===== src/rtl/rr_result_arbiter.sv =====
// Round-robin arbiter that grants Mandelbrot engines the shared result bus and turns each {x,y,iter} word into a frame RAM write.
// Latency: grant 1 cycle after request, write strobe 4 cycles after request; requesters are held off (never dropped) while the FSM is busy.
module rr_result_arbiter #(
  parameter int NUM_PROC   = 12,
  parameter int H_RES      = 640,
  parameter int V_RES      = 480,
  parameter int ADDR_WIDTH = 19
) (
  input  logic                  clk_iCLK,
  input  logic                  reset,
  input  logic [NUM_PROC-1:0]   engine_req,
  output logic [NUM_PROC-1:0]   req_ack,
  input  logic [26:0]           engine_word,
  output logic [ADDR_WIDTH-1:0] ram_addr,
  output logic [7:0]            ram_data,
  output logic                  ram_wr_en,
  output logic                  frame_done,
  output logic                  coord_err,
  output logic                  busy
);

  localparam int IDX_W     = (NUM_PROC > 1) ? $clog2(NUM_PROC) : 1;
  localparam int FRAME_PIX = H_RES * V_RES;
  localparam int CNT_W     = $clog2(FRAME_PIX + 1);

  typedef struct packed {
    logic [9:0] x;
    logic [8:0] y;
    logic [7:0] iter;
  } word_t;

  typedef enum logic [1:0] {IDLE, GRANT, CAPTURE, WAIT_REL} state_t;

  state_t                state, state_nxt;
  logic [IDX_W-1:0]      ptr, gnt_idx, sel_idx, cand_idx;
  logic                  sel_vld;
  int                    cand;
  word_t                 cap_word;
  logic                  cap_vld;
  logic [ADDR_WIDTH-1:0] x_ext, y_ext, lin_addr;
  logic                  in_range, wr_nxt, last_pix;
  logic [CNT_W-1:0]      pix_cnt;

  // First requester at or above the pointer, wrapping past the top engine.
  always_comb begin
    sel_vld  = 1'b0;
    sel_idx  = '0;
    cand     = 0;
    cand_idx = '0;
    for (int i = 0; i < NUM_PROC; i++) begin
      cand = int'(ptr) + i;
      if (cand >= NUM_PROC) cand = cand - NUM_PROC;
      cand_idx = IDX_W'(cand);
      if (!sel_vld && engine_req[cand_idx]) begin
        sel_vld = 1'b1;
        sel_idx = cand_idx;
      end
    end
  end

  always_ff @(posedge clk_iCLK or posedge reset) begin
    if (reset) begin
      state   <= IDLE;
      gnt_idx <= '0;
      ptr     <= '0;
    end else begin
      state <= state_nxt;
      if (state == IDLE && sel_vld) gnt_idx <= sel_idx;
      if (state == CAPTURE)
        ptr <= (gnt_idx == IDX_W'(NUM_PROC - 1)) ? '0 : gnt_idx + IDX_W'(1);
    end
  end

  always_comb begin
    state_nxt = state;
    req_ack   = '0;
    case (state)
      IDLE:     if (sel_vld) state_nxt = GRANT;
      GRANT: begin
        req_ack[gnt_idx] = 1'b1;
        state_nxt = engine_req[gnt_idx] ? CAPTURE : IDLE;
      end
      CAPTURE: begin
        req_ack[gnt_idx] = 1'b1;
        state_nxt = WAIT_REL;
      end
      WAIT_REL: if (!engine_req[gnt_idx]) state_nxt = IDLE;
      default:  state_nxt = IDLE;
    endcase
  end

  assign busy = (state != IDLE);

  // Address and range check are computed side by side from the captured word.
  assign x_ext = ADDR_WIDTH'(cap_word.x);
  assign y_ext = ADDR_WIDTH'(cap_word.y);

  generate
    if (H_RES == 640) begin : g_shift
      assign lin_addr = (y_ext << 9) + (y_ext << 7) + x_ext;
    end else begin : g_mul
      assign lin_addr = y_ext * ADDR_WIDTH'(H_RES) + x_ext;
    end
  endgenerate

  assign in_range = (int'(cap_word.x) < H_RES) && (int'(cap_word.y) < V_RES);
  assign wr_nxt   = cap_vld && in_range;
  assign last_pix = (pix_cnt == CNT_W'(FRAME_PIX - 1));

  always_ff @(posedge clk_iCLK or posedge reset) begin
    if (reset) begin
      cap_vld    <= 1'b0;
      cap_word   <= '0;
      ram_addr   <= '0;
      ram_data   <= '0;
      ram_wr_en  <= 1'b0;
      frame_done <= 1'b0;
      coord_err  <= 1'b0;
      pix_cnt    <= '0;
    end else begin
      cap_vld    <= (state == CAPTURE);
      if (state == CAPTURE) cap_word <= word_t'(engine_word);
      ram_wr_en  <= wr_nxt;
      frame_done <= wr_nxt && last_pix;
      if (wr_nxt) begin
        ram_addr <= lin_addr;
        ram_data <= cap_word.iter;
        pix_cnt  <= last_pix ? '0 : pix_cnt + CNT_W'(1);
      end
      if (cap_vld && !in_range) coord_err <= 1'b1;
    end
  end

endmodule


===== config.mk =====
export PLATFORM = sky130hd
export DESIGN_NAME = rr_result_arbiter
export DESIGN_NICKNAME = d
export VERILOG_FILES = /design/src/rtl/rr_result_arbiter.sv
export SDC_FILE = /design/constraint.sdc
export NUM_CORES = 1
export LEC_CHECK = 0
export CAP_MARGIN = 25
export CORE_UTILIZATION = 46
export CTS_CLUSTER_SIZE = 14
export DETAILED_ROUTE_END_ITERATION = 12
export DONT_BUFFER_PORTS = 1
export GPL_ROUTABILITY_DRIVEN = 0
export GPL_TIMING_DRIVEN = 1
export PLACE_DENSITY_LB_ADDON = 0.15
export RECOVER_POWER = 50
export SYNTH_ARGS = -nofsm -noshare
export SYNTH_HDL_FRONTEND = slang
export SYNTH_SLANG_ARGS = --single-unit
export TNS_END_PERCENT = 1

===== constraint.sdc =====
create_clock -name clk_iCLK -period 4.4 [get_ports clk_iCLK]
set_input_delay 0.44 -clock clk_iCLK [delete_from_list [all_inputs] [get_ports clk_iCLK]]
set_output_delay 0.44 -clock clk_iCLK [all_outputs]
set_load 0.05 [all_outputs]

Word-level counts from Yosys, hierarchy flattened --
Cells that the tools add are included.
Storage, ports and cells: register bits 87, input port bits 41, output and inout port bits 43, logic and storage cells 179
Operators by class: add/subtract/negate cells 27, $lt $le $gt $ge 28, equal/unequal tests 7, multiplexer cells 71, reduce and logical (&&, ||, !) cells 33
Operators with widths (count):
- $mux W4 | 25
- $lt A4 B5 Y1 const B | 13
- $ge A5 B4 Y1 const B | 11
- $bmux W1 S4 | 13
- $sub A4 B4 Y4 const B | 12
- $mux W1 | 26
- $add A4 B3 Y5 const B | 4
- $add A4 B4 Y5 const B | 4
- $add A18 B16 Y19 | 1
- $add A19 B1 Y19 const B | 1
- $add A19 B10 Y19 | 1
- $eq A19 B19 Y1 const B | 1
- $mux W19 | 1
- $logic_and A1 B1 Y1 | 17
- $logic_not A1 Y1 | 12
- $mux W12 | 1
- $add A4 B2 Y5 const B | 2
- $lt A10 B10 Y1 const B | 1
- $lt A9 B9 Y1 const B | 1
- $pmux W2 S4 | 1
- $mux W2 | 3
- $add A4 B1 Y5 const B | 1
- $add A4 B1 Y4 const B | 1
- $demux W1 S4 | 1
- 10 further kinds | 12

Depth between registers and ports, before layout --
depth in word-level cells 40, depth in mapped cells 20, depth with buffers taken out 15

Worst setup path before layout --
Ideal clock, no wire load.
path kind register -> register, start point register ptr[1], end point register gnt_idx[0], setup time 0.120 ns, data arrival time 3.903 ns, data required time 4.280 ns, setup slack 0.377 ns, cell stages (with the launch flop) 18, buffers on the path 3, period minus slack after synthesis 4.023 ns, cells stage by stage dfrtp_1 -> buf_2 -> clkbuf_1 -> inv_1 -> ha_1 -> buf_2 -> xor2_4 -> inv_4 -> ha_1 -> a21o_1 -> or3_1 -> o21ai_1 -> mux2i_1 -> nor2_1 -> a31o_2 -> and3_1 -> or3_1 -> a31o_1
On the way: cells in the longest elaborated chain, start to end 39, elaborated cells between the ends (all ways) 118, those cells by class 23 x add/sub; 12 x order compare; 60 x mux; 23 x reduce/logical
Ends and longest elaborated chain:
- start: declaration | line 35 | logic [IDX_W-1:0] ptr, gnt_idx, sel_idx, cand_idx;
- start signal: assignment | line 70 | ptr <= (gnt_idx == IDX_W'(NUM_PROC - 1)) ? '0 : gnt_idx + IDX_W'(1);
- branches (longest 39 deep; another with $add A4 B1 Y5)
- end signal: assignment | line 68 | if (state == IDLE && sel_vld) gnt_idx <= sel_idx;
- end: declaration | line 35
Parallel ways; which one is timed is not known. The select of a mux whose other input is x is not followed. A chain may end at the register's enable or synchronous reset.

Worst setup path in the final report --
Ends and elaborated chain as after synthesis.

==> flow_summary.html <==
<table>
<tr><th>Metric</th><th>Value</th></tr>
<tr><th colspan="2">Min path</th></tr>
<tr><td>Worst Hold Path EP</td><td>cap_word[22]</td></tr>
<tr><td>Number of cells traversed by the worst hold path</td><td>1</td></tr>
<tr><td>Min-Delay Startpoint</td><td>engine_word[22]</td></tr>
<tr><td>Path category of the worst min-delay check</td><td>in -&gt; reg</td></tr>
<tr><th colspan="2">Clock network</th></tr>
<tr><td>Clock transition at the register clock pins on the worst setup and hold paths after CTS</td><td>70 ps</td></tr>
<tr><td>Clock Sink Count</td><td>87</td></tr>
<tr><td>Root Driver</td><td>sky130_fd_sc_hd__clkbuf_16</td></tr>
<tr><td>Bufs on Longest Clock Path</td><td>2</td></tr>
<tr><td>Total number of H-tree levels</td><td>3</td></tr>
<tr><td>Num CTS Buffers</td><td>9</td></tr>
<tr><td>Latest clock arrival within the worst-skew pair</td><td>350 ps</td></tr>
<tr><td>TritonCTS clock tree</td><td>yes</td></tr>
<tr><th colspan="2">Global route</th></tr>
<tr><td>Largest net degree at the start of global routing</td><td>53</td></tr>
<tr><td>First-pass GRT wire length</td><td>27,100 um</td></tr>
<tr><td>Total congestion overflow after global routing</td><td>0</td></tr>
<tr><td>Initial antenna violation count</td><td>0</td></tr>
<tr><td>Vias in the first global route</td><td>5,228</td></tr>
<tr><td>Overall fraction of global-route tracks in use</td><td>23.5%</td></tr>
<tr><th colspan="2">Floorplanning</th></tr>
<tr><td>Die height</td><td>122 um</td></tr>
<tr><td>Die Footprint</td><td>15,000 um2</td></tr>
<tr><td>Area of the placeable core</td><td>14,000 um2</td></tr>
<tr><td>Horizontal die dimension</td><td>122 um</td></tr>
<tr><td>Num rows</td><td>43</td></tr>
<tr><td>Top Ports</td><td>84</td></tr>
<tr><td>Starting utilization of the core area</td><td>47.6%</td></tr>
<tr><th colspan="2">Timing</th></tr>
<tr><td>Clock tree skew after final layout</td><td>5.65 ps</td></tr>
<tr><td>Number of endpoints failing setup at the final stage</td><td>0</td></tr>
<tr><td>PnR worst setup slack</td><td>307 ps</td></tr>
<tr><td>Final hold violation count</td><td>0</td></tr>
<tr><td>Worst slew slack as a fraction of its limit</td><td>-52.6%</td></tr>
<tr><td>Final slew viol count</td><td>128</td></tr>
<tr><td>Least-Margin Pin Slew</td><td>2280 ps</td></tr>
<tr><td>Final total negative setup slack</td><td>0 ps</td></tr>
<tr><td>Unrepaired setup endpoints after global routing</td><td>no</td></tr>
<tr><td>Upper clock frequency limit</td><td>244 MHz</td></tr>
<tr><td>Share of the clock period used by the worst path after layout</td><td>93.0%</td></tr>
<tr><td>Min Clock Period, post-route</td><td>4090 ps</td></tr>
<tr><th colspan="2">Outcome</th></tr>
<tr><td>Result of the run</td><td>complete, but fails checks</td></tr>
<tr><td>Violations in the final reports</td><td>max-capacitance violations, max-slew violations</td></tr>
<tr><th colspan="2">Worst setup path</th></tr>
<tr><td>Endpoint of the most critical register-to-register path</td><td>gnt_idx[0]</td></tr>
<tr><td>Category of the worst setup path launch point</td><td>register</td></tr>
<tr><td>Category of the most critical setup path</td><td>reg -&gt; reg</td></tr>
<tr><td>Data arrival time at the worst-slack endpoint</td><td>4320 ps</td></tr>
<tr><td>Required time worst endpoint</td><td>4630 ps</td></tr>
<tr><td>Number of cells on the worst reg-to-reg path</td><td>15</td></tr>
<tr><td>Kind of end point of the critical path</td><td>register</td></tr>
<tr><td>Worst setup path start</td><td>ptr[1]</td></tr>
<tr><td>Launch instance of the worst register-to-register path</td><td>ptr[1]</td></tr>
<tr><td>Flop-to-flop setup slack</td><td>310 ps</td></tr>
<tr><td>Critical path fanouts, max</td><td>9</td></tr>
<tr><th colspan="2">Synthesis</th></tr>
<tr><td>Unique masters post-synth</td><td>91</td></tr>
<tr><td>Synth async-reset ratio</td><td>100%</td></tr>
<tr><td>Post-synthesis cell area</td><td>6660 um2</td></tr>
<tr><td>Cell types with the largest area share after synthesis</td><td>sky130_fd_sc_hd__dfrtp_1 (33%), sky130_fd_sc_hd__ha_1 (9.2%), sky130_fd_sc_hd__nand2_1 (5.3%)</td></tr>
<tr><td>Post-synth top area share</td><td>32.7%</td></tr>
<tr><td>Number of instances in the synthesized netlist</td><td>703</td></tr>
<tr><td>Seq/Total Area, Yosys</td><td>32.7%</td></tr>
<tr><td>Most area-hungry cell type in the Yosys netlist</td><td>sky130_fd_sc_hd__dfrtp_1</td></tr>
<tr><td>Synth warnings</td><td>0</td></tr>
<tr><td>Avg Inst Size Synth</td><td>9.48 um2</td></tr>
<tr><td>Flop and latch count out of synthesis</td><td>87</td></tr>
<tr><td>Number of flops mapped to enable cells by yosys</td><td>0</td></tr>
<tr><td>Syn Nets</td><td>795</td></tr>
<tr><td>Post-synth top flop</td><td>sky130_fd_sc_hd__dfrtp_1</td></tr>
<tr><th colspan="2">Placement</th></tr>
<tr><td>Port buffer count</td><td>0</td></tr>
<tr><td>Post-Place Worst Slack</td><td>326 ps</td></tr>
<tr><td>Number of placed instances, taps included</td><td>873</td></tr>
<tr><td>Dpl hpwl</td><td>12,900 um</td></tr>
<tr><th colspan="2">Finish</th></tr>
<tr><td>ANT cells</td><td>0</td></tr>
<tr><td>Nets</td><td>796</td></tr>
<tr><td>Fraction of layout instances using a drive strength above 1</td><td>15.7%</td></tr>
<tr><td>Number of standard cells in the layout, taps in and fillers out</td><td>889</td></tr>
<tr><td>Area growth, synth to finish</td><td>8.30%</td></tr>
<tr><th colspan="2">Route</th></tr>
<tr><td>Metal-1 WL</td><td>7360 um</td></tr>
<tr><td>Amount of wire on met2 after detailed routing</td><td>7550 um</td></tr>
<tr><td>First-iteration detailed-routing DRC count</td><td>443</td></tr>
<tr><td>Routed length on met3</td><td>1360 um</td></tr>
<tr><td>Detail-routed net length per standard cell</td><td>18.8 um</td></tr>
<tr><td>Top routing layer in use</td><td>met4</td></tr>
<tr><td>Initial DRT Pass Iterations</td><td>5</td></tr>
<tr><td>DRC errors left</td><td>0</td></tr>
<tr><td>Remaining number of nets flagged by the antenna check after routing</td><td>0</td></tr>
<tr><td>Routed via count</td><td>5,418</td></tr>
<tr><td>Overall routed net length</td><td>16,700 um</td></tr>
<tr><td>Vias/cell</td><td>6.09</td></tr>
<tr><th colspan="2">Run</th></tr>
<tr><td>Reported max-cap violation count</td><td>3</td></tr>
</table>
==> worst max-delay path, stage by stage (launching register included) <==
cell	delay, ps
sky130_fd_sc_hd__dfrtp_1	530
sky130_fd_sc_hd__inv_1	280
sky130_fd_sc_hd__ha_1	310
sky130_fd_sc_hd__a21oi_4	210
sky130_fd_sc_hd__xnor2_1	200
sky130_fd_sc_hd__inv_2	130
sky130_fd_sc_hd__ha_1	200
sky130_fd_sc_hd__a21o_1	160
sky130_fd_sc_hd__or3_1	320
sky130_fd_sc_hd__o21ai_1	200
sky130_fd_sc_hd__mux2i_1	230
sky130_fd_sc_hd__nor2_1	110
sky130_fd_sc_hd__a31o_2	290
sky130_fd_sc_hd__and3_1	210
sky130_fd_sc_hd__or3_1	360
sky130_fd_sc_hd__a31o_1	210
==> how the worst max path moves through the flow <==
stage | to | cells after the start
2_1_floorplan | gnt_idx[0] | 17
3_5_place_dp | gnt_idx[2] | 11
3_3_place_gp | gnt_idx[2] | 11
4_1_cts | gnt_idx[2] | 11
6_report | gnt_idx[0] | 15
5_1_grt | gnt_idx[2] | 14
==> synthesized netlist by cell type (6+ instances only) <==
cell / number
sky130_fd_sc_hd__inv_1: 26
sky130_fd_sc_hd__nor3_1: 14
sky130_fd_sc_hd__mux2_2: 30
sky130_fd_sc_hd__nor2_1: 41
sky130_fd_sc_hd__o21ai_0: 36
sky130_fd_sc_hd__xnor2_1: 17
sky130_fd_sc_hd__and2_1: 6
sky130_fd_sc_hd__a31oi_1: 10
sky130_fd_sc_hd__nand3_1: 22
sky130_fd_sc_hd__xor2_1: 11
sky130_fd_sc_hd__nor2b_1: 7
sky130_fd_sc_hd__a21o_1: 8
sky130_fd_sc_hd__nand2_1: 94
sky130_fd_sc_hd__clkbuf_1: 15
sky130_fd_sc_hd__dfrtp_1: 87
sky130_fd_sc_hd__nand4_1: 14
sky130_fd_sc_hd__nand2b_1: 11
sky130_fd_sc_hd__buf_2: 9
sky130_fd_sc_hd__mux4_2: 15
sky130_fd_sc_hd__ha_1: 49
sky130_fd_sc_hd__o211ai_1: 7
sky130_fd_sc_hd__a21oi_1: 30
sky130_fd_sc_hd__mux2i_1: 13
sky130_fd_sc_hd__and3_1: 11
==> placed cells by master, fill, tap and decap left out, types with 3 or more instances in the layout <==
cell	Yosys	routed
sky130_fd_sc_hd__nor3b_1	4	3
sky130_fd_sc_hd__o21bai_1	5	5
sky130_fd_sc_hd__inv_6	0	3
sky130_fd_sc_hd__clkbuf_16	0	9
sky130_fd_sc_hd__a21boi_0	4	4
sky130_fd_sc_hd__nand3_1	22	22
sky130_fd_sc_hd__buf_4	0	18
sky130_fd_sc_hd__nor2_1	41	41
sky130_fd_sc_hd__nand2b_1	11	11
sky130_fd_sc_hd__nand3b_1	4	4
sky130_fd_sc_hd__and3_1	11	11
sky130_fd_sc_hd__xnor2_1	17	17
sky130_fd_sc_hd__o211ai_1	7	7
sky130_fd_sc_hd__xor2_1	11	11
sky130_fd_sc_hd__and2_1	6	6
sky130_fd_sc_hd__a21oi_1	30	30
sky130_fd_sc_hd__and3b_1	4	4
sky130_fd_sc_hd__nor3_1	14	12
sky130_fd_sc_hd__nand2_1	94	94
sky130_fd_sc_hd__dfrtp_1	87	87
sky130_fd_sc_hd__o21a_1	4	4
sky130_fd_sc_hd__o21ai_0	36	36
sky130_fd_sc_hd__mux4_2	15	15
sky130_fd_sc_hd__a211o_1	3	3
sky130_fd_sc_hd__a21o_1	8	8
sky130_fd_sc_hd__o221ai_1	3	3
sky130_fd_sc_hd__mux2_2	30	30
sky130_fd_sc_hd__a31oi_1	10	10
sky130_fd_sc_hd__nand4_1	14	14
sky130_fd_sc_hd__ha_1	49	48
sky130_fd_sc_hd__nor2b_1	7	7
sky130_fd_sc_hd__nor4_1	5	5
sky130_fd_sc_hd__inv_1	26	25
sky130_fd_sc_hd__mux2i_1	13	13
sky130_fd_sc_hd__or3_1	4	4
sky130_fd_sc_hd__a22o_1	3	3
==> sequential cells by signal (all words and copies together), names as in the netlist, 4 cells and up, named ones only <==
signal / flops
gnt_idx: 4
cap_word: 27
ram_data: 8
ptr: 4
pix_cnt: 19
ram_addr: 19
==> final cells by class <==
| class | instances | area [um2] |
|---|---|---|
| well taps | 180 | 225 |
| repair buffers | 20 | 143 |
| fillers | 1299 | 6770 |
| flip-flops and latches | 87 | 2180 |
| multi-input cells | 556 | 4230 |
| clock buffers | 9 | 225 |
| inverters | 30 | 116 |
| clock inverters | 7 | 103 |
==> per-stage QoR <==
stage          util, %  cell area (um2)  hold WS (ps)
2_1_floorplan        -             6660           435
5_1_grt           51.6             7210           225
3_3_place_gp      49.3             6890           441
3_5_place_dp      49.3             6890           450
4_1_cts           51.6             7220           170
6_report          51.6             7210           241
==> cells by family after synthesis <==
| kind of cell | after synthesis | synth area share (%) |
|---|---|---|
| compound gates | 158 | 17.2 |
| xor+xnor | 31 | 4.58 |
| fa+ha+maj | 51 | 9.80 |
| buf+inv | 60 | 4.15 |
| flops | 87 | 32.7 |
| mux | 59 | 12.3 |
| simple gates | 257 | 19.3 |
==> timing repair <==
item / in CTS / in global routing
setup buffers: 0 / 0
hold buffers: 0 / 0
setup endpoints to repair: 0 / 1
resized for setup: 0 / 1
==> layer usage <==
layer / track usage, % / vias to the layer above
li1: - / 2571
met1: 31.2 / 2586
met2: 36.7 / 225
met3: 6.04 / 36
met4: 8.69 / 0
met5: 0 / -
Power is left out: the tool's default activity adds up to more than one toggle a clock period on the data nets, which glitch-free logic cannot reach.
